### src/rtl/cpu_pkg.sv
`default_nettype none
// ----------------------------------------------------------------------------
// cpu_pkg : shared CPU constants, register address type, saturating helper
// Rev 1.0
// ----------------------------------------------------------------------------
package cpu_pkg;

  localparam int NREGS    = 32;
  localparam int REG_AW   = 5;
  localparam int LAT_ALU  = 0;
  localparam int LAT_LOAD = 1;

  typedef logic [REG_AW-1:0] reg_addr_t;

  function automatic logic [31:0] sat_inc(input logic [31:0] v);
    return (v == 32'hFFFF_FFFF) ? v : v + 32'd1;
  endfunction

endpackage
`default_nettype wire

### src/rtl/sb_entry.sv
`default_nettype none
// ----------------------------------------------------------------------------
// sb_entry : one register's countdown counter (clear > load > decrement)
// Rev 1.0
// ----------------------------------------------------------------------------
module sb_entry #(
  parameter int LW = 2
) (
  input  logic          clock,
  input  logic          reset,
  input  logic          clear,
  input  logic          load,
  input  logic [LW-1:0] load_val,
  output logic [LW-1:0] cnt
);

  logic [LW-1:0] r_cnt;

  always_ff @(posedge clock or negedge reset) begin
    if (!reset) begin
      r_cnt <= '0;
    end else if (clear) begin
      r_cnt <= '0;
    end else if (load) begin
      r_cnt <= load_val;
    end else if (r_cnt != '0) begin
      r_cnt <= r_cnt - LW'(1);
    end
  end

  assign cnt = r_cnt;

endmodule
`default_nettype wire

### src/rtl/hazard_scoreboard.sv
`default_nettype none
// ----------------------------------------------------------------------------
// hazard_scoreboard : per-register RAW/WAW countdown scoreboard with flush.
// Optional perf counters when HAZARD_SB_PERF_EN is defined.   Rev 1.0
// ----------------------------------------------------------------------------
module hazard_scoreboard #(
  parameter  int NREGS   = cpu_pkg::NREGS,
  parameter  int REG_AW  = cpu_pkg::REG_AW,
  parameter  int NSRC    = 2,
  parameter  int LAT_MAX = 3,
  localparam int LW      = $clog2(LAT_MAX + 1)
) (
  input  logic                   clock,
  input  logic                   reset,
  input  logic                   issue_valid,
  output logic                   issue_ready,
  input  logic [NSRC*REG_AW-1:0] src_addr,
  input  logic [NSRC-1:0]        src_used,
  input  logic [REG_AW-1:0]      dst_addr,
  input  logic                   dst_wen,
  input  logic [LW-1:0]          dst_lat,
  input  logic                   flush,
  output logic [NREGS-1:0]       busy,
  output logic [31:0]            cycle_count,
  output logic [31:0]            stall_count,
  output logic [31:0]            issue_count
);

  import cpu_pkg::*;

  localparam int NADDR = 2 ** REG_AW;

  // Padded to the full address space so any address indexes safely.
  logic [LW-1:0]   w_cnt [NADDR];
  logic [LW-1:0]   w_lat;
  logic [NSRC-1:0] w_raw;
  logic            w_waw;
  logic            w_issue;
  logic            w_load_en;

  always_comb begin
    w_lat = dst_lat;
    if (int'(dst_lat) > LAT_MAX) begin
      w_lat = LW'(LAT_MAX);
    end
  end

  always_comb begin
    w_raw = '0;
    for (int k = 0; k < NSRC; k++) begin
      if (src_used[k] && (src_addr[k*REG_AW +: REG_AW] != '0) &&
          (w_cnt[src_addr[k*REG_AW +: REG_AW]] != '0)) begin
        w_raw[k] = 1'b1;
      end
    end
  end

  assign w_waw       = dst_wen && (dst_addr != '0) && (w_cnt[dst_addr] > w_lat);
  assign issue_ready = !flush && !(|w_raw) && !w_waw;
  assign w_issue     = issue_valid && issue_ready;
  assign w_load_en   = w_issue && dst_wen && (w_lat != LW'(LAT_ALU));

  for (genvar r = 0; r < NADDR; r++) begin : g_reg
    if (r == 0) begin : g_zero
      assign w_cnt[r] = '0;
      assign busy[r]  = 1'b0;
    end else if (r < NREGS) begin : g_entry
      sb_entry #(
        .LW       (LW)
      ) u_entry (
        .clock    (clock),
        .reset    (reset),
        .clear    (flush),
        .load     (w_load_en && (dst_addr == REG_AW'(r))),
        .load_val (w_lat),
        .cnt      (w_cnt[r])
      );
      assign busy[r] = (w_cnt[r] != '0);
    end else begin : g_pad
      assign w_cnt[r] = '0;
    end
  end

`ifdef HAZARD_SB_PERF_EN
  logic [31:0] r_cycle_count;
  logic [31:0] r_stall_count;
  logic [31:0] r_issue_count;

  always_ff @(posedge clock or negedge reset) begin
    if (!reset) begin
      r_cycle_count <= '0;
      r_stall_count <= '0;
      r_issue_count <= '0;
    end else begin
      r_cycle_count <= sat_inc(r_cycle_count);
      if (issue_valid && !issue_ready) begin
        r_stall_count <= sat_inc(r_stall_count);
      end
      if (w_issue) begin
        r_issue_count <= sat_inc(r_issue_count);
      end
    end
  end

  assign cycle_count = r_cycle_count;
  assign stall_count = r_stall_count;
  assign issue_count = r_issue_count;
`else
  assign cycle_count = '0;
  assign stall_count = '0;
  assign issue_count = '0;
`endif

endmodule
`default_nettype wire

### config.mk
export PLATFORM = sky130hd
export DESIGN_NAME = hazard_scoreboard
export DESIGN_NICKNAME = d
export VERILOG_FILES = /design/src/rtl/cpu_pkg.sv /design/src/rtl/sb_entry.sv /design/src/rtl/hazard_scoreboard.sv
export SDC_FILE = /design/constraint.sdc
export NUM_CORES = 1
export LEC_CHECK = 0
export CORE_MARGIN = 2
export CORE_UTILIZATION = 45
export DETAILED_ROUTE_END_ITERATION = 8
export HOLD_SLACK_MARGIN = 0.02
export PLACE_DENSITY = 0.82
export SLEW_MARGIN = 20
export SYNTH_ARGS = -nofsm -noshare
export SYNTH_HDL_FRONTEND = slang
export SYNTH_SLANG_ARGS = --single-unit
### constraint.sdc
create_clock -name clock -period 5.6 [get_ports clock]
set_input_delay 0.56 -clock clock [delete_from_list [all_inputs] [get_ports clock]]
set_output_delay 0.56 -clock clock [all_outputs]
set_load 0.02 [all_outputs]
# Word-level counts from Yosys, hierarchy flattened
# Index checks and enable logic that the tools add are counted.
# W data, S select, Z words.
[word_totals]
register_bits = 62
input_bits = 24
out_inout_bits = 129
word_cells = 318
[classes]
add_sub_neg = 31
magnitude_cmp = 4
eq_ne = 31
muxes = 104
bitwise_logic = 3
n_reduce_logical = 114
[op_table]
columns = ["op", "n"]
rows = [
  ["$mux W2", 99],
  ["$reduce_bool A3 Y1", 31],
  ["$eq A5 B5 Y1 const B", 16],
  ["$reduce_bool A2 Y1", 34],
  ["$sub A2 B1 Y2 const B", 31],
  ["$logic_and A1 B1 Y1", 42],
  ["$eq A5 B4 Y1 const B", 8],
  ["$bmux W2 S5", 3],
  ["$eq A5 B3 Y1 const B", 4],
  ["$ge A6 B6 Y1 const B", 3],
  ["$not A5 Y6", 3],
  ["$reduce_bool A5 Y1", 3],
  ["$eq A5 B2 Y1 const B", 2],
  ["$eq A5 B1 Y1 const B", 1],
  ["$logic_not A1 Y1", 3],
  ["$gt A2 B2 Y1", 1],
  ["$mux W1", 2],
  ["$reduce_or A2 Y1", 1],
]

# Logic depth before layout (Yosys ltp)
# Gate-level depths: netlist of run 1.
[depth]
ltp_word = 17
depth_mapped = 16
mapped_depth_nobuf = 13

# Modules after synthesis
# Synthesis of run 1 repeated with hierarchy kept, for this count alone.
[hier_totals]
hier_cells = 785
area_unflattened_um2 = 6869.1
[by_module_without_submodules]
columns = ["mod", "instances", "cells_each", "area_per_inst_um2", "seq_area_each_um2"]
rows = [
  ["sb_entry", 31, 13, 128.9, 50.0],
  ["hazard_scoreboard", 1, 382, 2874.0, 0.0],
]

# Worst setup path after synthesis of run 1
# No wires, ideal clock.
[synth_timing]
path_kind = "input-to-output"
from = "input port dst_addr[0]"
to = "output port issue_ready"
arrival_time_ns = 3.836
t_required_ns = 5.040
setup_slack_ns = 1.204
path_stages = 11
path_buffers = 2
path_cell_list = "clkbuf_1 -> mux4_2 -> mux4_2 -> mux2_2 -> ha_1 -> nor2b_1 -> o211ai_1 -> o21bai_1 -> a31oi_1 -> clkbuf_1 -> and2_1"
[synth_between]
elab_chain_cells = 8
elab_cells_between_ends = 10
classes_between = "1 x order compare; 3 x mux; 1 x bitwise; 5 x reduce/logical"
[synth_lines]
columns = ["item", "line", "text"]
rows = [
  ["start, declared", "hazard_scoreboard.sv:19", "input logic [REG_AW-1:0] dst_addr,"],
  ["$not A5 Y6 (implied by the code)", "hazard_scoreboard.sv:58", "assign w_waw = dst_wen && (dst_addr != '0) && (w_cnt[dst_addr] > w_lat);"],
  ["$bmux W2 S5", "hazard_scoreboard.sv:58", ""],
  ["$mux W2 (implied by the code) (2 in a row)", "hazard_scoreboard.sv:58", ""],
  ["$gt A2 B2 Y1", "hazard_scoreboard.sv:58", ""],
  ["$logic_and A1 B1 Y1 (*)", "hazard_scoreboard.sv:58", ""],
  ["$logic_not A1 Y1 (*)", "hazard_scoreboard.sv:59", "assign issue_ready = !flush && !(|w_raw) && !w_waw;"],
  ["$logic_and A1 B1 Y1 (*)", "hazard_scoreboard.sv:59", ""],
  ["end, declared", "hazard_scoreboard.sv:16", "output logic issue_ready,"],
]
# Every way passes the cells marked *; elsewhere a longest branch is shown, timed or not. The select of a mux whose other input is x is not followed.

# Final worst setup path of run 1
[layout_timing]
from = "input port dst_addr[1]"
to = "output port issue_ready"
# Same word-level chain as after synthesis.

==> results of run 1 <==
final timing paths:
kind / start / to / slack, ns / cells after the start
max: dst_addr[1] / issue_ready / 0.66 / 12
min: reset / g_reg[20].g_entry.u_entry.cnt[0] / 0.41 / 2
max reg2reg: g_reg[30].g_entry.u_entry.cnt[1] / g_reg[14].g_entry.u_entry.cnt[0] / 1.92 / 11
min reg2reg: g_reg[17].g_entry.u_entry.cnt[1] / g_reg[17].g_entry.u_entry.cnt[1] / 0.69 / 2
max in group asynchronous: reset / g_reg[1].g_entry.u_entry.cnt[0] / 4.66 / 2
min in group clock: g_reg[17].g_entry.u_entry.cnt[1] / g_reg[17].g_entry.u_entry.cnt[1] / 0.69 / 2
cells in the mapped netlist, types with 2 or more instances:
master	count	share of area
nand2_1	8	0.0048
ha_1	33	0.066
mux2_1	10	0.018
mux2_2	47	0.085
a21oi_1	30	0.024
o31ai_1	4	0.0048
o31ai_2	2	0.0040
nor3_1	10	0.0081
xor2_1	31	0.044
nor2_1	125	0.075
a31oi_1	2	0.0020
mux4_2	30	0.11
dfrtp_1	62	0.25
o211a_1	2	0.0032
nand4_1	30	0.030
clkbuf_1	24	0.014
nor3b_1	3	0.0036
o21ai_0	7	0.0056
buf_4	97	0.12
nand3_1	2	0.0016
buf_6	4	0.0072
a2111oi_0	4	0.0056
nand2b_1	5	0.0050
buf_1	4	0.0024
inv_1	100	0.060
and2_1	3	0.0030
a211oi_1	2	0.0024
nor4_1	2	0.0020
a22o_1	2	0.0028
nor2b_1	5	0.0050
mux2i_1	3	0.0048
metrics by stage:
stage | instance area, um2 | hold WS (ns) | std cells | util
after floorplan | 6580 | 0.264 | 809 | -
after global placement | 6520 | 0.668 | 918 | 0.488
after detailed placement | 6520 | 0.678 | 918 | 0.488
after CTS | 6790 | 0.435 | 933 | 0.509
after global routing | 6790 | 0.486 | 933 | 0.509
final | 6790 | 0.407 | 933 | 0.509
area by class of cell:
cell class | count | area [um2] | area share
Tap cell | 176 | 220 | 0.0324
Timing Repair Buffer | 63 | 601 | 0.0885
Inverter | 100 | 375 | 0.0553
Clock buffer | 14 | 264 | 0.0389
Multi-Input combinational cell | 517 | 3770 | 0.556
Clock inverter | 1 | 5.00 | 0.000737
Sequential cell | 62 | 1550 | 0.229
logic make-up (layout without fill, tap and decap cells):
kind of cell,count (synthesis),after routing,share of synthesized area
compound gates,66,66,0.0711
other cells,1,97,0.000603
buf+inv,230,178,0.203
fa+ha+maj,33,33,0.0664
xor+xnor,31,31,0.0437
flops,62,62,0.250
simple gates,200,200,0.149
mux,90,90,0.217
power by group through the flow:
stage / clock [uW] / combinational, uW / sequential, uW
final: 509 / 1680 / 778
after global routing: 538 / 1880 / 796
after floorplan: 0 / 1310 / 708
after CTS: 516 / 1680 / 770
after detailed placement: 0 / 1670 / 777
after global placement: 0 / 1620 / 773
per-layer routing:
layer,track usage,wire length [um]
met5,0,0
met4,0.107,484
met3,0.0446,1340
met2,0.328,6920
met1,0.267,5850
==> reports/results.ini, run 1 <==
[sta]
max_freq_mhz = 202
relSlewSlack = 0.380
setup_violations = 0
hold_violations = 0
final.setup.tns_ns = 0
worstMarginPinSlew_ns = 0.927
min_period_ns = 4.94
period_share = 0.882
drv_slew = 0
timing.final.ws_setup_ns = 0.659
worst_clock_skew_ns = 0.00602
rsz0062_at_grt = false

[cts]
cts_resized = 0
clkLatencyLatePin_ns = 0.34
clock_path_buffers = 2
cts_root_buf = clkbuf_16
clk_pin_slew_ns = 0.05
htree_levels = 3
tritoncts = yes
postCtsSetupRepairBufs = 0
cts_sinks = 62
postCtsHoldBufs = 0
cts_made_buffers = 9

[detailed_routing]
drc_errors = 0
first_pass_iters = 5
route.vias.total = 4973
antenna_left = 0
drt-total-wl_mm = 14.6
vias_per_cell = 5.33
wire_per_inst_um = 15.6
drt-initial-drc-count = 465

[floorplanning]
start_util = 0.466
die_y_um = 122
row_count = 42
coreArea_mm2 = 0.0133
num_io_pins = 153
dieArea_mm2 = 0.0148
die_w_um = 122

[global_routing]
grt_usage = 0.207
grt_max_degree = 63
gr-total-overflow = 0
grt_pass1_vias = 4652
antenna_found_initial = 0
grt_pass1_wl_mm = 23.7

[synthesis]
postSynthAreaPerCell_um2 = 8.72
seq_area_frac_synth = 0.250
ys_warn_count = 0
yosysUniqueCellTypes = 51
synth-seq-cells = 62
synthCells = 713
synth-async-reset-ratio = 1.00
ys.flop_type = dfrtp_1
synth_enable_flop_cells = 0
netlist_area_mm2 = 0.00621

[layout]
final_common_cell = nor2_1
n_fill_cell = 1217
area_delta_synth_final_pct = 9.22
drive_above_1_share = 0.140
diodes = 0
largest_register_ffs = 62
most-common-layout-cells = 125 x nor2_1, 100 x inv_1, 97 x conb_1
final_net_count = 810

[worst_setup_path]
path_delay_family = buffers and inverters
crit_arrival_ns = 4.38
end_kind = output port
path_cells = clkdlybuf4s50_1 > nor2b_1 > a22o_1 > mux4_2 > mux2_2 > ha_1 > nor2b_1 > o211ai_1 > o21bai_1 > a31oi_2 > and2_1 > clkdlybuf4s50_1
path_buf_inv = 2
crit_slowest_cell = clkdlybuf4s50_1
max_stage_delay_ns = 0.81
critPathKind = in -> out
worstSetupStartpointType = input port
cp_max_fo = 18
worstPathRequired_ns = 5.04

[run_status]
status = complete, no violations

[power_and_ir_drop]
intPower_uw = 1710
power_density_mw_per_mm2 = 438
clkPwrFrac = 0.171
p_seq_frac = 0.262
swShare = 0.423
total_power_uw = 2970
ir_drop_v = 0.000221
p_switching_uw = 1260
power_frac_comb = 0.567
leakage_uw = 0.00322

[placement]
place_congestion = 0.969
dp_worst_setup_slack_ns = 0.718
io_buffers = 55
dpl.hpwl_mm = 11.0

[hold_path]
hp-class = in -> async

[run]
max_cap_viol_count = 0

Note: power is estimated with default switching activity, not from simulation.
==> run 2, diff against run 1 <==
- CORE_MARGIN: 2 -> default
==> reports/results.ini, run 2 (synthesis results as in run 1) <==
[run_status]
status = complete, no violations

[global_routing]
gr-total-overflow = 0  ; unchanged
grt_max_degree = 66  ; +4.8%
grt_usage = 0.212  ; +0.00463
grt_pass1_wl_mm = 23.5  ; -0.99%
grt_pass1_vias = 4608  ; -0.95%
antenna_found_initial = 0  ; unchanged

[power_and_ir_drop]
power_density_mw_per_mm2 = 439  ; +0.26%
total_power_uw = 2980  ; +0.26%
leakage_uw = 0.00322  ; about the same
ir_drop_v = 0.000208  ; -6.0%

[worst_setup_path]
r2r_start = g_reg[12].g_entry.u_entry.cnt[1]
crit_arrival_ns = 4.42  ; +0.04 ns
critPathKind = in -> out
ff2ff_path_depth = 11  ; unchanged
end_kind = output port
cp_max_fo = 18  ; unchanged
worstPathRequired_ns = 5.04  ; about the same
cp-startpoint = dst_addr[1]
r2r_end = g_reg[27].g_entry.u_entry.cnt[1]
worstSetupStartpointType = input port
r2r_slack_ns = 1.91  ; about the same

[sta]
relSlewSlack = 0.456  ; +0.0758
final.setup.tns_ns = 0  ; unchanged
worst_clock_skew_ns = 0.00611  ; +0.0000890 ns
min_period_ns = 4.98  ; +0.0391 ns
drv_slew = 0  ; unchanged
period_share = 0.889  ; +0.00698
timing.final.ws_setup_ns = 0.620  ; -0.0391 ns
max_freq_mhz = 201  ; -0.78%
worstMarginPinSlew_ns = 0.817  ; -0.110 ns
rsz0062_at_grt = false
hold_violations = 0  ; unchanged
setup_violations = 0  ; unchanged

[floorplanning]
coreArea_mm2 = 0.0133  ; unchanged
num_io_pins = 153  ; unchanged
die_y_um = 120  ; -1.6%
row_count = 42  ; unchanged
start_util = 0.466  ; unchanged
dieArea_mm2 = 0.0143  ; -3.3%
die_w_um = 120  ; -1.6%

[cts]
tritoncts = yes
cts_sinks = 62  ; unchanged
postCtsSetupRepairBufs = 0  ; unchanged
clock_path_buffers = 2  ; unchanged
cts_resized = 0  ; unchanged
clkLatencyLatePin_ns = 0.34  ; about the same
htree_levels = 3  ; unchanged
cts_root_buf = clkbuf_16
postCtsHoldBufs = 0  ; unchanged
clk_pin_slew_ns = 0.05  ; about the same
cts_made_buffers = 9  ; unchanged

[layout]
most-common-layout-cells = 125 x nor2_1, 100 x inv_1, 97 x conb_1
diodes = 0  ; unchanged
final_net_count = 810  ; unchanged
layoutNonFillerInstCount = 934  ; +0.11%
area_delta_synth_final_pct = 9.22  ; unchanged
final_common_cell = nor2_1
drive_above_1_share = 0.142  ; +0.00245
final_area_mm2 = 0.00679  ; unchanged
largest_register_ffs = 62  ; unchanged

[placement]
io_buffers = 55  ; unchanged
dp.cells = 918  ; unchanged
dp_worst_setup_slack_ns = 0.692  ; -0.0263 ns
dpl.hpwl_mm = 10.9  ; -1.2%
dpl_cell_area_mm2 = 0.00652  ; unchanged
place_congestion = 0.994  ; +2.6%

[run]
max_cap_viol_count = 0  ; unchanged

[detailed_routing]
vias_per_cell = 5.31  ; -0.43%
drc_errors = 0  ; unchanged
drt-initial-drc-count = 608  ; +31%
wire_per_inst_um = 15.7  ; +0.63%
route.vias.total = 4957  ; -0.32%
drt-total-wl_mm = 14.7  ; +0.74%
antenna_left = 0  ; unchanged
first_pass_iters = 5  ; unchanged

[hold_path]
hp-class = in -> async

run 2: worst max path at each step:
| stage | end | slack, ns |
|---|---|---|
| 2_1_floorplan | issue_ready | 1.20 |
| 4_1_cts | issue_ready | 0.66 |
| 3_5_place_dp | issue_ready | 0.69 |
| 6_report | issue_ready | 0.62 |
| 3_3_place_gp | issue_ready | 0.76 |
| 5_1_grt | issue_ready | 0.46 |
run 2: worst max-delay path, stage by stage:
cell and delay (ns):
clkdlybuf4s50_1 0.97, mux4_2 0.42, mux4_2 0.48, mux2_2 0.27, ha_1 0.29, nor2b_1 0.14, o211ai_1 0.17, o21bai_1 0.14
a31oi_2 0.19, and2_1 0.18, clkdlybuf4s50_1 0.61
run 2: per-stage QoR:
step	util	hold WS [ns]
2_1_floorplan	-	0.264
3_3_place_gp	0.488	0.661
3_5_place_dp	0.488	0.666
4_1_cts	0.509	0.437
5_1_grt	0.509	0.485
6_report	0.509	0.383
run 2: area by class of cell:
type,instances,area [um2]
fill,1238,6560
multi-input combinational,517,3770
sequential,62,1550
timing repair buffer,63,601
inverter,100,375
clock buffer,12,246
tap,176,220
clock inverter,4,22.5
run 2: power by group:
group          switching (uW)  internal (uW)  leakage (uW)
logic                     882            807       0.00227
registers                 194            587      0.000820
clock network             200            309      0.000132
total                    1280           1700       0.00322
run 2: layer usage:
metal / vias to the layer above / GRT usage / part of all wire
met4: 0 / 0.101 / 0.031
met2: 297 / 0.336 / 0.47
met1: 2314 / 0.269 / 0.41
li1: 2298 / - / -
met5: - / 0 / 0
met3: 48 / 0.0537 / 0.091
